$ cat src/rtl/alarm_pkg.sv
// ============================================================================
// Module      : alarm_pkg
// Description : Shared types and constants for the alarm comparator/ringer:
//               channel state encoding, default time-field width and the
//               helpers used to slice packed setpoints.
// Revision    : 1.0 - initial release
// ============================================================================
`default_nettype none

package alarm_pkg;

    // Per-channel ringer state
    typedef enum logic [1:0] {
        IDLE    = 2'd0,
        RINGING = 2'd1,
        SNOOZE  = 2'd2
    } alarm_state_t;

    // Default width of one BCD time field
    localparam int FIELD_W_DEF = 8;

    // Each setpoint packs {hours, minutes, seconds}
    localparam int NUM_FIELDS = 3;

    // LSB position of channel ch's setpoint inside the packed setpoint bus
    function automatic int setpoint_lsb(input int ch, input int fw);
        return ch * NUM_FIELDS * fw;
    endfunction

endpackage

`default_nettype wire

$ cat src/rtl/alarm_channel.sv
// ============================================================================
// Module      : alarm_channel
// Description : One alarm channel: setpoint comparator, match edge detector,
//               IDLE/RINGING/SNOOZE state machine, per-second counter and the
//               optional sticky missed-alarm flag.
//               Optional feature macro: ALARM_MISSED_EN
// Revision    : 1.0 - initial release
// ============================================================================
`default_nettype none

module alarm_channel
    import alarm_pkg::*;
#(
    parameter int FIELD_W     = FIELD_W_DEF,
    parameter int RING_SECS   = 60,
    parameter int SNOOZE_SECS = 300
) (
    input  logic                          clk,
    input  logic                          reset,
    input  logic [FIELD_W-1:0]            time_h,
    input  logic [FIELD_W-1:0]            time_m,
    input  logic [FIELD_W-1:0]            time_s,
    input  logic                          sec_tick,
    input  logic [NUM_FIELDS*FIELD_W-1:0] setpoint,
    input  logic                          enable,
    input  logic                          ack,
    input  logic                          snooze,
    output logic                          ringing,
    output logic                          missed
);

    localparam int MAX_SECS = (RING_SECS > SNOOZE_SECS) ? RING_SECS : SNOOZE_SECS;
    localparam int CNT_W    = (MAX_SECS > 2) ? $clog2(MAX_SECS) : 1;

    localparam logic [CNT_W-1:0] c_ring_last   = CNT_W'(RING_SECS - 1);
    localparam logic [CNT_W-1:0] c_snooze_last = CNT_W'(SNOOZE_SECS - 1);

    alarm_state_t     r_state;
    alarm_state_t     w_next;
    logic [CNT_W-1:0] r_cnt;
    logic             r_match_q;
    logic             w_match;
    logic             w_trigger;
    logic             w_timeout;
    logic             w_expiry;

    // An all-zero setpoint is unprogrammed and never matches
    assign w_match   = enable
                     && ({time_h, time_m, time_s} == setpoint)
                     && (setpoint != '0);
    assign w_trigger = w_match && !r_match_q;

    // Timeout only counts when nothing of higher priority acts this cycle,
    // so a simultaneous ack or snooze is not reported as a missed alarm
    assign w_timeout = enable && (r_state == RINGING) && !ack && !snooze
                     && sec_tick && (r_cnt == c_ring_last);
    assign w_expiry  = (r_state == SNOOZE) && sec_tick && (r_cnt == c_snooze_last);

    // Match history for rising-edge trigger detection
    always_ff @(posedge clk) begin
        if (reset) begin
            r_match_q <= 1'b0;
        end else begin
            r_match_q <= w_match;
        end
    end

    // State register
    always_ff @(posedge clk) begin
        if (reset) begin
            r_state <= IDLE;
        end else begin
            r_state <= w_next;
        end
    end

    // Next-state logic in priority order: disable > ack > snooze > timers > trigger
    always_comb begin
        w_next = r_state;
        if (!enable) begin
            w_next = IDLE;
        end else begin
            case (r_state)
                IDLE: begin
                    if (w_trigger) w_next = RINGING;
                end
                RINGING: begin
                    if (ack)            w_next = IDLE;
                    else if (snooze)    w_next = SNOOZE;
                    else if (w_timeout) w_next = IDLE;
                end
                SNOOZE: begin
                    if (ack)           w_next = IDLE;
                    else if (w_expiry) w_next = RINGING;
                end
                default: w_next = IDLE;
            endcase
        end
    end

    // Second counter: restarts on every state change, saturates rather than wraps
    always_ff @(posedge clk) begin
        if (reset) begin
            r_cnt <= '0;
        end else if ((w_next != r_state) || (r_state == IDLE)) begin
            r_cnt <= '0;
        end else if (sec_tick && (r_cnt != '1)) begin
            r_cnt <= r_cnt + CNT_W'(1);
        end
    end

    // Ringing flag decoded straight from the state register
    always_comb begin
        ringing = (r_state == RINGING);
    end

`ifdef ALARM_MISSED_EN
    logic r_missed;

    // Sticky flag for a ring that ended unanswered
    always_ff @(posedge clk) begin
        if (reset) begin
            r_missed <= 1'b0;
        end else if (ack) begin
            r_missed <= 1'b0;
        end else if (w_timeout) begin
            r_missed <= 1'b1;
        end
    end

    assign missed = r_missed;
`else
    assign missed = 1'b0;
`endif

endmodule

`default_nettype wire

$ cat src/rtl/alarm_match_ctrl.sv
// ============================================================================
// Module      : alarm_match_ctrl
// Description : Multi-channel alarm comparator and ringer controller. Unpacks
//               the setpoint bus into per-channel comparators/FSMs and
//               produces the any-ringing flag and lowest ringing index.
//               Optional feature macro: ALARM_MISSED_EN
// Revision    : 1.0 - initial release
// ============================================================================
`default_nettype none

module alarm_match_ctrl
    import alarm_pkg::*;
#(
    parameter int N_ALARMS    = 4,
    parameter int FIELD_W     = FIELD_W_DEF,
    parameter int RING_SECS   = 60,
    parameter int SNOOZE_SECS = 300
) (
    input  logic                                     clk,
    input  logic                                     reset,
    input  logic [FIELD_W-1:0]                       time_h,
    input  logic [FIELD_W-1:0]                       time_m,
    input  logic [FIELD_W-1:0]                       time_s,
    input  logic                                     sec_tick,
    input  logic [N_ALARMS*NUM_FIELDS*FIELD_W-1:0]   alarm_set,
    input  logic [N_ALARMS-1:0]                      alarm_en,
    input  logic                                     ack,
    input  logic                                     snooze,
    output logic [N_ALARMS-1:0]                      ringing,
    output logic                                     alarm_any,
    output logic [((N_ALARMS > 1) ? $clog2(N_ALARMS) : 1)-1:0] active_idx,
    output logic [N_ALARMS-1:0]                      missed
);

    localparam int IDX_W = (N_ALARMS > 1) ? $clog2(N_ALARMS) : 1;
    localparam int SET_W = NUM_FIELDS * FIELD_W;

    generate
        for (genvar i = 0; i < N_ALARMS; i++) begin : g_ch
            alarm_channel #(
                .FIELD_W     (FIELD_W),
                .RING_SECS   (RING_SECS),
                .SNOOZE_SECS (SNOOZE_SECS)
            ) u_channel (
                .clk      (clk),
                .reset    (reset),
                .time_h   (time_h),
                .time_m   (time_m),
                .time_s   (time_s),
                .sec_tick (sec_tick),
                .setpoint (alarm_set[setpoint_lsb(i, FIELD_W) +: SET_W]),
                .enable   (alarm_en[i]),
                .ack      (ack),
                .snooze   (snooze),
                .ringing  (ringing[i]),
                .missed   (missed[i])
            );
        end
    endgenerate

    assign alarm_any = |ringing;

    // Priority encoder: scanning downward leaves the lowest ringing index
    always_comb begin
        active_idx = '0;
        for (int i = N_ALARMS - 1; i >= 0; i--) begin
            if (ringing[i]) active_idx = IDX_W'(i);
        end
    end

endmodule

`default_nettype wire

$ cat config.mk
export PLATFORM = sky130hd
export DESIGN_NAME = alarm_match_ctrl
export DESIGN_NICKNAME = d
export VERILOG_FILES = /design/src/rtl/alarm_pkg.sv /design/src/rtl/alarm_channel.sv /design/src/rtl/alarm_match_ctrl.sv
export SDC_FILE = /design/constraint.sdc
export NUM_CORES = 1
export LEC_CHECK = 0
export CORE_MARGIN = 2
export CORE_UTILIZATION = 43
export CTS_BUF_LIST = sky130_fd_sc_hd__clkbuf_16
export DETAILED_ROUTE_END_ITERATION = 8
export HOLD_SLACK_MARGIN = 0.05
export PLACE_DENSITY = 0.78
export SETUP_SLACK_MARGIN = 0.05
export SLEW_MARGIN = 0
export SYNTH_ARGS = -nofsm -noshare
export SYNTH_HDL_FRONTEND = slang
export SYNTH_SLANG_ARGS = --single-unit
export TNS_END_PERCENT = 30
$ cat constraint.sdc
create_clock -name clk -period 3.4 [get_ports clk]
set_input_delay 0.51 -clock clk [delete_from_list [all_inputs] [get_ports clk]]
set_output_delay 0.51 -clock clk [all_outputs]
set_load 0.05 [all_outputs]
==> results.tsv <==
metric	value	unit
hold-worst-slack	526	ps
finalHoldViolCount	0	
power_frac_clock	0.338	
final-setup-viol-count	0	
overflow	0	
switching_share	0.266	
post_cts_buffers	0	
fp.dieW	98.2	microns
clk_pin_slew	70	ps
r2r-start	g_ch[0].u_channel.r_cnt[0]	
p_switching	0.381	mW
regArea	961	sq um
grtUsageTotal	0.256	
cp.arrival	2160	ps
drv_cap	0	
tightest_slew	706	ps
synth_area	3820	sq um
io_buffers	135	
via_per_inst	5.51	
hp-class	reg -> reg	
grt_antenna_before_repair	0	
status	finished, final reports clean	
drtIter0Drc	102	
rows	34	
cts.sinks	48	
cts_tree	done	
syn_inst	472	
rsz0062_at_grt	no	
yosysSeqAreaShare	0.252	
finalWeightedCongestion	0.953	
slew_viol_final	0	
die_y	98.2	microns
pwr-share-seq	0.393	
synthToLayoutAreaGrowth	41.0	%
cp-startpoint	g_ch[3].u_channel.r_state[0]	
start_util	0.440	
grt_pass1_vias	3969	
period_minus_slack	2670	ps
dp_hpwl	10.5	mm
skew	6.68	ps
cts_hold_buf	0	
drc	0	
avgSynthCellArea	8.09	sq um
wl_per_cell	17.5	microns
clk_path_buf_depth	2	
cp-end-kind	output pin	
vias	3910	
drive_gt1_frac	0.0299	
worstSkewPairLatency	290	ps
async_reset_ff_frac	0	
timing.setup.tns	0	ps
dieArea	9650	sq um
hold_start	g_ch[1].u_channel.r_cnt[1]	
antenna_left	0	
synth-seq-cells	48	
num_io_pins	140	
synth_edf_count	0	
core	8680	sq um
htreeDepth	2	
max_slew_margin	0.528	
intPower	1.05	mW
combPwrFrac	0.269	
yosysUniqueCellTypes	37	
path_class	reg -> out	
cts_inserted_buffers	5	
yosysWarnings	0	
n_antenna_cell	0	
power_density	266	nW/um^2
fmax	0.375	GHz
finalCritPeriodShare	0.784	
fillCellCount	779	
cts_root_buf	clkbuf_16	
cts_resized	0	
multi_input_comb_area	2750	sq um
cp_max_fo	5	
crit_required	2890	ps
ir_drop	0.202	mV
first_pass_iters	4	
nets	738	
grt_first_pass_wirelength	19.6	mm
crit_path_start_kind	flop	
grt_max_degree	20	
leakage	1.75	nW
wl	12.4	mm
ys.flop_type	dfxtp_1	
cell type report:
type,count,share of cell area
Clock buffer,5,0.0232
Clock inverter,3,0.00442
Inverter,4,0.00279
Multi-Input combinational cell,404,0.511
Sequential cell,48,0.179
Tap cell,108,0.0251
Timing Repair Buffer,138,0.255
per-layer routing:
metal  global-route usage  vias to the layer above  wire [microns]
li1                     -                     1922               -
met2                0.434                      126            5910
met3               0.0573                       33             888
met4               0.0917                        0             380
met5                    0                        -               0
met1                0.319                     1829            5260
flip-flops by register name (all words and copies together) (netlist names):
name,flops
g_ch.u_channel.r_cnt,36
g_ch.u_channel.r_match_q,4
g_ch.u_channel.r_state,8
kinds of logic after synthesis:
kind of cell | after synthesis | share of synthesized area
flip-flops | 48 | 0.252
multiplexers | 8 | 0.0210
buffers and inverters | 23 | 0.0311
XOR/XNOR | 124 | 0.284
AND/OR/NAND/NOR | 235 | 0.331
AO/OA/AOI/OAI | 25 | 0.0538
adder cells (fa/ha/maj) | 8 | 0.0262
other | 1 | 0.000982
worst paths after layout:
kind                            slack (ps)                         end  cells after the start
worst min-delay path                   530  g_ch[1].u_channel.r_cnt[1]                      2
worst max register to register        1300  g_ch[0].u_channel.r_cnt[6]                      9
worst max-delay path                   730               active_idx[1]                      4
worst min register to register         530  g_ch[1].u_channel.r_cnt[1]                      2
critical path: stages (launching register included):
cell and delay (ps):
dfxtp_1 380, nor2b_1 390, nor2_1 130, nor3_1 150, clkdlybuf4s50_1 820
power by group through the flow:
stage                     Clock [mW]  Sequential [mW]  Combinational, mW
after floorplan                    0            0.575              0.146
after global placement             0            0.575              0.375
after detailed placement           0            0.575              0.377
after CTS                      0.494            0.562              0.380
after global routing           0.522            0.562              0.405
final                          0.484            0.562              0.384
metrics by stage:
| stage | area [sq um] | total power, mW | setup slack [ps] | cells | util |
|---|---|---|---|---|---|
| after global placement | 5230 | 0.950 | 888 | 702 | 0.603 |
| after floorplan | 3830 | 0.721 | 1150 | 475 | - |
| after global routing | 5380 | 1.49 | 614 | 710 | 0.620 |
| after CTS | 5380 | 1.44 | 694 | 710 | 0.620 |
| after detailed placement | 5230 | 0.952 | 810 | 702 | 0.603 |
| final | 5380 | 1.43 | 733 | 710 | 0.620 |
placed cells by master, fill, tap and decap left out, types with 9 or more instances in the layout:
master | synthesis | routed
clkdlybuf4s50_1 | 0 | 135
xnor2_1 | 68 | 68
xor2_1 | 56 | 56
dfxtp_1 | 48 | 48
nor4_1 | 45 | 45
nor2_1 | 44 | 44
nand2_1 | 42 | 42
nand4_1 | 24 | 24
nor2b_1 | 15 | 15
nor3_1 | 14 | 14
nand3_1 | 9 | 9
a21oi_1 | 9 | 9
nand2b_1 | 9 | 9
cell usage after synthesis, types with 3 or more instances:
master    count  area share
xnor2_1      68        0.16
xor2_1       56        0.13
dfxtp_1      48        0.25
nor4_1       45       0.074
nor2_1       44       0.043
nand2_1      42       0.041
nand4_1      24       0.039
nor2b_1      15       0.025
nor3_1       14       0.018
a21oi_1       9       0.012
clkbuf_1      9      0.0088
nand2b_1      9       0.015
nand3_1       9       0.012
buf_4         8       0.016
ha_1          8       0.026
mux2i_1       8       0.021
and3_1        6      0.0098
nor3b_1       6       0.012
a21boi_0      5      0.0098
inv_1         4      0.0039
nand3b_1      4      0.0079
or3_1         4      0.0066
and4_1        3      0.0069
nor4bb_1      3      0.0079
o21ai_4       3       0.013
o311a_1       3      0.0079
or2_0         3      0.0049
or2_2         3      0.0049
No activity file was read; power rests on OpenSTA's default activity.
